--- src/rtl/sram_like_arbiter.sv ---
// N-channel arbiter for the SRAM-like req/addr_ok/data_ok bus.
// Accepted requests are tagged in an in-order FIFO so each response returns to its issuing channel.
module sram_like_arbiter #(
    parameter int unsigned N_CH     = 2,
    parameter int unsigned DEPTH    = 4,
    parameter int unsigned ARB_MODE = 0
) (
    input  logic                       clk,
    input  logic                       resetn,
    input  logic [N_CH-1:0]            m_req,
    input  logic [N_CH-1:0]            m_wr,
    input  logic [2*N_CH-1:0]          m_size,
    input  logic [4*N_CH-1:0]          m_wstrb,
    input  logic [32*N_CH-1:0]         m_addr,
    input  logic [32*N_CH-1:0]         m_wdata,
    output logic [N_CH-1:0]            m_addr_ok,
    output logic [N_CH-1:0]            m_data_ok,
    output logic [31:0]                m_rdata,
    output logic                       s_req,
    output logic                       s_wr,
    output logic [1:0]                 s_size,
    output logic [3:0]                 s_wstrb,
    output logic [31:0]                s_addr,
    output logic [31:0]                s_wdata,
    input  logic                       s_addr_ok,
    input  logic                       s_data_ok,
    input  logic [31:0]                s_rdata,
    output logic [$clog2(DEPTH):0]     outstanding,
    output logic                       err_unexp
);

    localparam int unsigned PTR_W = $clog2(DEPTH);
    localparam int unsigned CNT_W = PTR_W + 1;
    localparam int unsigned TAG_W = $clog2(N_CH);

    logic [TAG_W-1:0] fifo_q [DEPTH];
    logic [PTR_W-1:0] wr_ptr_q, rd_ptr_q;
    logic [CNT_W-1:0] cnt_q, cnt_d;
    logic             lock_q, lock_d;
    logic [TAG_W-1:0] lock_ch_q, lock_ch_d;
    logic [TAG_W-1:0] rr_ptr_q, rr_ptr_d;
    logic             err_q;

    logic [TAG_W-1:0] grant_c;
    logic [TAG_W-1:0] head_c;
    logic             full_c, empty_c, push_c, pop_c;

    assign full_c  = (cnt_q == CNT_W'(DEPTH));
    assign empty_c = (cnt_q == '0);
    assign s_req   = (|m_req) & ~full_c;
    assign push_c  = s_req & s_addr_ok;
    assign pop_c   = s_data_ok & ~empty_c;
    assign head_c  = fifo_q[rd_ptr_q];

    // Grant: a stalled request keeps its channel until accepted.
    always_comb begin
        int unsigned idx;
        logic        found;
        grant_c = '0;
        found   = 1'b0;
        idx     = 0;
        if (lock_q) begin
            grant_c = lock_ch_q;
        end else if (ARB_MODE == 0) begin
            for (int unsigned i = 0; i < N_CH; i++) begin
                if (m_req[i]) grant_c = TAG_W'(i);
            end
        end else begin
            for (int unsigned k = 0; k < N_CH; k++) begin
                idx = 32'(rr_ptr_q) + k;
                if (idx >= N_CH) idx = idx - N_CH;
                if (!found && m_req[idx]) begin
                    found   = 1'b1;
                    grant_c = TAG_W'(idx);
                end
            end
        end
    end

    assign s_wr    = m_wr[grant_c];
    assign s_size  = m_size[2*32'(grant_c) +: 2];
    assign s_wstrb = m_wstrb[4*32'(grant_c) +: 4];
    assign s_addr  = m_addr[32*32'(grant_c) +: 32];
    assign s_wdata = m_wdata[32*32'(grant_c) +: 32];

    assign m_addr_ok   = push_c ? (N_CH'(1) << grant_c) : '0;
    assign m_data_ok   = pop_c  ? (N_CH'(1) << head_c)  : '0;
    assign m_rdata     = s_rdata;
    assign outstanding = cnt_q;
    assign err_unexp   = err_q;

    always_comb begin
        lock_d    = lock_q;
        lock_ch_d = lock_ch_q;
        rr_ptr_d  = rr_ptr_q;
        cnt_d     = cnt_q;
        if (push_c) begin
            lock_d = 1'b0;
            if (ARB_MODE != 0)
                rr_ptr_d = (grant_c == TAG_W'(N_CH - 1)) ? '0 : grant_c + TAG_W'(1);
        end else if (s_req) begin
            lock_d    = 1'b1;
            lock_ch_d = grant_c;
        end
        if (push_c && !pop_c)      cnt_d = cnt_q + CNT_W'(1);
        else if (!push_c && pop_c) cnt_d = cnt_q - CNT_W'(1);
    end

    always_ff @(posedge clk or negedge resetn) begin
        if (!resetn) begin
            for (int i = 0; i < int'(DEPTH); i++) fifo_q[i] <= '0;
            wr_ptr_q  <= '0;
            rd_ptr_q  <= '0;
            cnt_q     <= '0;
            lock_q    <= 1'b0;
            lock_ch_q <= '0;
            rr_ptr_q  <= '0;
            err_q     <= 1'b0;
        end else begin
            if (push_c) begin
                fifo_q[wr_ptr_q] <= grant_c;
                wr_ptr_q         <= wr_ptr_q + PTR_W'(1);
            end
            if (pop_c) rd_ptr_q <= rd_ptr_q + PTR_W'(1);
            if (s_data_ok && empty_c) err_q <= 1'b1;
            cnt_q     <= cnt_d;
            lock_q    <= lock_d;
            lock_ch_q <= lock_ch_d;
            rr_ptr_q  <= rr_ptr_d;
        end
    end

endmodule

--- config.mk ---
export PLATFORM = sky130hd
export DESIGN_NAME = sram_like_arbiter
export DESIGN_NICKNAME = d
export VERILOG_FILES = /design/src/rtl/sram_like_arbiter.sv
export SDC_FILE = /design/constraint.sdc
export NUM_CORES = 1
export LEC_CHECK = 0
export BUFFER_PORTS_ARGS = -buffer_cell sky130_fd_sc_hd__clkbuf_2
export CAP_MARGIN = 20
export CORE_AREA = 2 2 115 117
export CTS_CLUSTER_DIAMETER = 60
export DETAILED_ROUTE_END_ITERATION = 10
export DIE_AREA = 0 0 117 119
export RECOVER_POWER = 25
export SLEW_MARGIN = 20
export SYNTH_ARGS = -nofsm -noshare
export SYNTH_HDL_FRONTEND = slang
export SYNTH_SLANG_ARGS = --single-unit
--- constraint.sdc ---
create_clock -name clk -period 3.32 [get_ports clk]
set_input_delay 0 -clock clk [delete_from_list [all_inputs] [get_ports clk]]
set_output_delay 0 -clock clk [all_outputs]
set_load 0.05 [all_outputs]
==> metrics.md <==
| Metric | Value |
|---|---|
| Worst hold path type | `primary input to primary output` |
| Fin Setup TNS | `0 ns` |
| Num CTS Buffers | `3` |
| Mapped Cells | `322` |
| Global route overflow | `0` |
| Status | `complete, no violations` |
| Initial drt markers | `39` |
| Vias per cell | `3.71` |
| Layout net count | `696` |
| Fillcell total | `1,485` |
| Critical Path, Cell by Cell | `nor3_1 > nand2b_1 > ha_1 > inv_1 > fa_1 > xor2_1 > nor2_1 > xor2_1` |
| Yosys cell types | `25` |
| Ratio of cells with drive above 1 in the final layout | `0.481` |
| IO Pins | `292` |
| Critical path data arrival time | `2.30 ns` |
| Vias in the first global route | `2,074` |
| Power, Total | `3490 uW` |
| Routability-driven placement congestion ratio | `0.711` |
| Total vias in the final route | `2,538` |
| Top delay family on crit path | `simple AND/OR/NAND/NOR gates` |
| Max VDD drop | `0.000701 V` |
| Max Slew Vio Count | `0` |
| Leak Pwr | `0.00198 uW` |
| CTS tree | `yes` |
| Startpoint Class | `register` |
| Setup slack, reg-to-reg | `1.19 ns` |
| Post-Syn Nets | `508` |
| Total GRT Usage | `0.103` |
| # placed instances | `679` |
| # port buffers | `227` |
| Pwr dens | `1130 mW/mm^2` |
| Hold violation count in the final report | `0` |
| Max-slew headroom | `0.478` |
| CP Class | `register to register` |
| Area Overhead vs Synth | `58.2%` |
| Post-synth top area share | `0.418` |
| Initial Util | `0.151` |
| Synth warn | `0` |
| Fin crit period | `2.13 ns` |
| Worst path most repeated cell | `xor2_1` |
| Met3 GRT Util | `0.0310` |
| Top Usage Layer GRT | `met2` |
| Fin cells | `685` |
| Seq/Total Area, Yosys | `0.180` |
| Final Skew | `0.00209 ns` |
| #FFs+latches synth | `14` |
| Unrepaired setup endpoints after global routing | `false` |
| Die area | `0.0139 sq mm` |
| Setup WS pre-CTS | `1.19 ns` |
| Setup-failing EPs final | `0` |
| Largest net degree at the start of global routing | `78` |
| First-pass DRT Iterations | `4` |
| Stages on worst setup path | `8` |
| First-pass GRT wire length | `11.0 mm` |
| Die X-Extent | `117 um` |
| # Max-Cap Violations | `0` |
| Antenna diodes | `0` |
| H-tree depth | `1` |
| HPWL after detailed placement | `7.19 mm` |
| Top cells by area, synth | `nand2_1 42%, dfrtp_1 18%, buf_4 12%` |
| Grt met2 use | `0.181` |
| Worst reg2reg startpoint | `outstanding[0]` |
| Final hold slack | `0.0000653 ns` |
| Critical Path End Type | `register` |
| Wire per inst | `12.1 um` |
| Slowest Stage Delay on Critical Path | `0.47 ns` |
| Rows | `42` |
| Slowest-stage cell, CP | `dfrtp_1` |
| Crit share post-route | `0.641` |
| F_max | `470 MHz` |
| Storage element area | `350 sq um` |
| Buffers & Inverters on Critical Path | `1` |
| Clock sinks | `14` |
| DRC Markers | `0` |
| Syn_area_per_cell | `6.05 sq um` |
| Total wire length | `8.31 mm` |
| Largest area contributor in the netlist | `nand2_1` |
| Hold wc startpoint | `s_rdata[10]` |
| Clock Latency Late Sink | `0.24 ns` |
| Required time worst endpoint | `3.49 ns` |
| Die height | `119 um` |
| Met1 usage | `0.128` |
| Clock root buffer | `clkbuf_16` |
| Initial antenna violation count | `0` |
| Reg2Reg Depth | `8` |
| Crit path max fanout | `5` |
| Clock buffer depth | `2` |
| Hold path depth | `0` |
| Mapped Area | `0.00195 sq mm` |
| Worst Setup SP | `outstanding[0]` |
| Postcts setup bufs | `0` |
| Final worst slack | `1.19 ns` |
| Clk slew on worst S/H paths | `0.05 ns` |
| Antenna Nets Post-Route | `0` |
| Core area | `0.0129 sq mm` |
| Worst-Margin Slew | `0.783 ns` |
| Multi-input combinational cell area | `0.00125 sq mm` |
path summary, 6_finish.rpt:
path,endpoint
worst max-delay path,outstanding[2]
worst min-delay path,m_rdata[10]
worst max register to register,outstanding[2]
worst min register to register,err_unexp
max in group asynchronous,fifo_q[2]
min in group asynchronous,outstanding[2]
logic make-up after synthesis:
family / after synthesis / synth area share
buffers and inverters: 50 / 0.180
AO/OA/AOI/OAI: 2 / 0.00900
multiplexers: 10 / 0.0829
AND/OR/NAND/NOR: 234 / 0.479
adder cells (fa/ha/maj): 6 / 0.0424
XOR/XNOR: 6 / 0.0270
flip-flops: 14 / 0.180
report_power, final:
part           switching (uW)  internal (uW)  total, uW  leakage [uW]
sequential               93.0            257        350      0.000162
clock                    69.1            182        252     0.0000442
combinational            2190            691       2880       0.00178
total                    2360           1130       3490       0.00198
cell usage after synthesis:
cell type / number
a21o_1: 1
and2_1: 2
buf_2: 10
buf_4: 32
buf_6: 4
clkbuf_1: 1
dfrtp_1: 14
fa_1: 1
ha_1: 5
inv_1: 3
mux2_2: 1
mux2_4: 7
mux2i_4: 1
mux4_2: 1
nand2_1: 217
nand2b_1: 1
nand3b_1: 1
nor2_1: 3
nor2_2: 1
nor2b_1: 1
nor3_1: 6
nor3b_4: 2
o21ba_2: 1
xnor2_1: 4
xor2_1: 2
through the flow:
| stage | utilization | cell area (sq um) |
|---|---|---|
| floorplan | - | 1950 |
| global placement | 0.231 | 2970 |
| detailed placement | 0.231 | 2970 |
| CTS | 0.239 | 3080 |
| global route | 0.239 | 3080 |
| finish | 0.239 | 3080 |
sequential cells by signal, indices dropped and copies added (netlist names):
signal,count
lock_q,1
lock_ch_q,1
rd_ptr_q,2
wr_ptr_q,2
outstanding,3
fifo_q,4
err_unexp,1
area by class of cell:
class	count	area share
inverter	3	0.00366
clock buffer	4	0.0289
tap	176	0.0715
multi-input combinational	258	0.405
sequential	14	0.114
timing repair buffer	230	0.377
what timing repair did:
| item | CTS | global route |
|---|---|---|
| hold buffers | 2 | 0 |
| gates resized for setup | 0 | 0 |
| hold endpoints to repair | 15 | 0 |
per-layer routing:
| layer | up-vias | share of wire |
|---|---|---|
| li1 | 1319 | - |
| met1 | 1056 | 0.42 |
| met2 | 163 | 0.47 |
| met3 | 0 | 0.12 |
| met4 | 0 | 0 |
| met5 | - | 0 |
placed cells by master, fill, tap and decap left out, types with 3 or more instances in the layout:
master | synthesis | routed
clkbuf_2 | 0 | 226
nand2_1 | 217 | 217
dfrtp_1 | 14 | 14
mux2_4 | 7 | 7
nor3_1 | 6 | 6
ha_1 | 5 | 5
xnor2_1 | 4 | 4
inv_1 | 3 | 3
nor2_1 | 3 | 3
clkbuf_16 | 0 | 3
(Power assumes the default switching activity.)
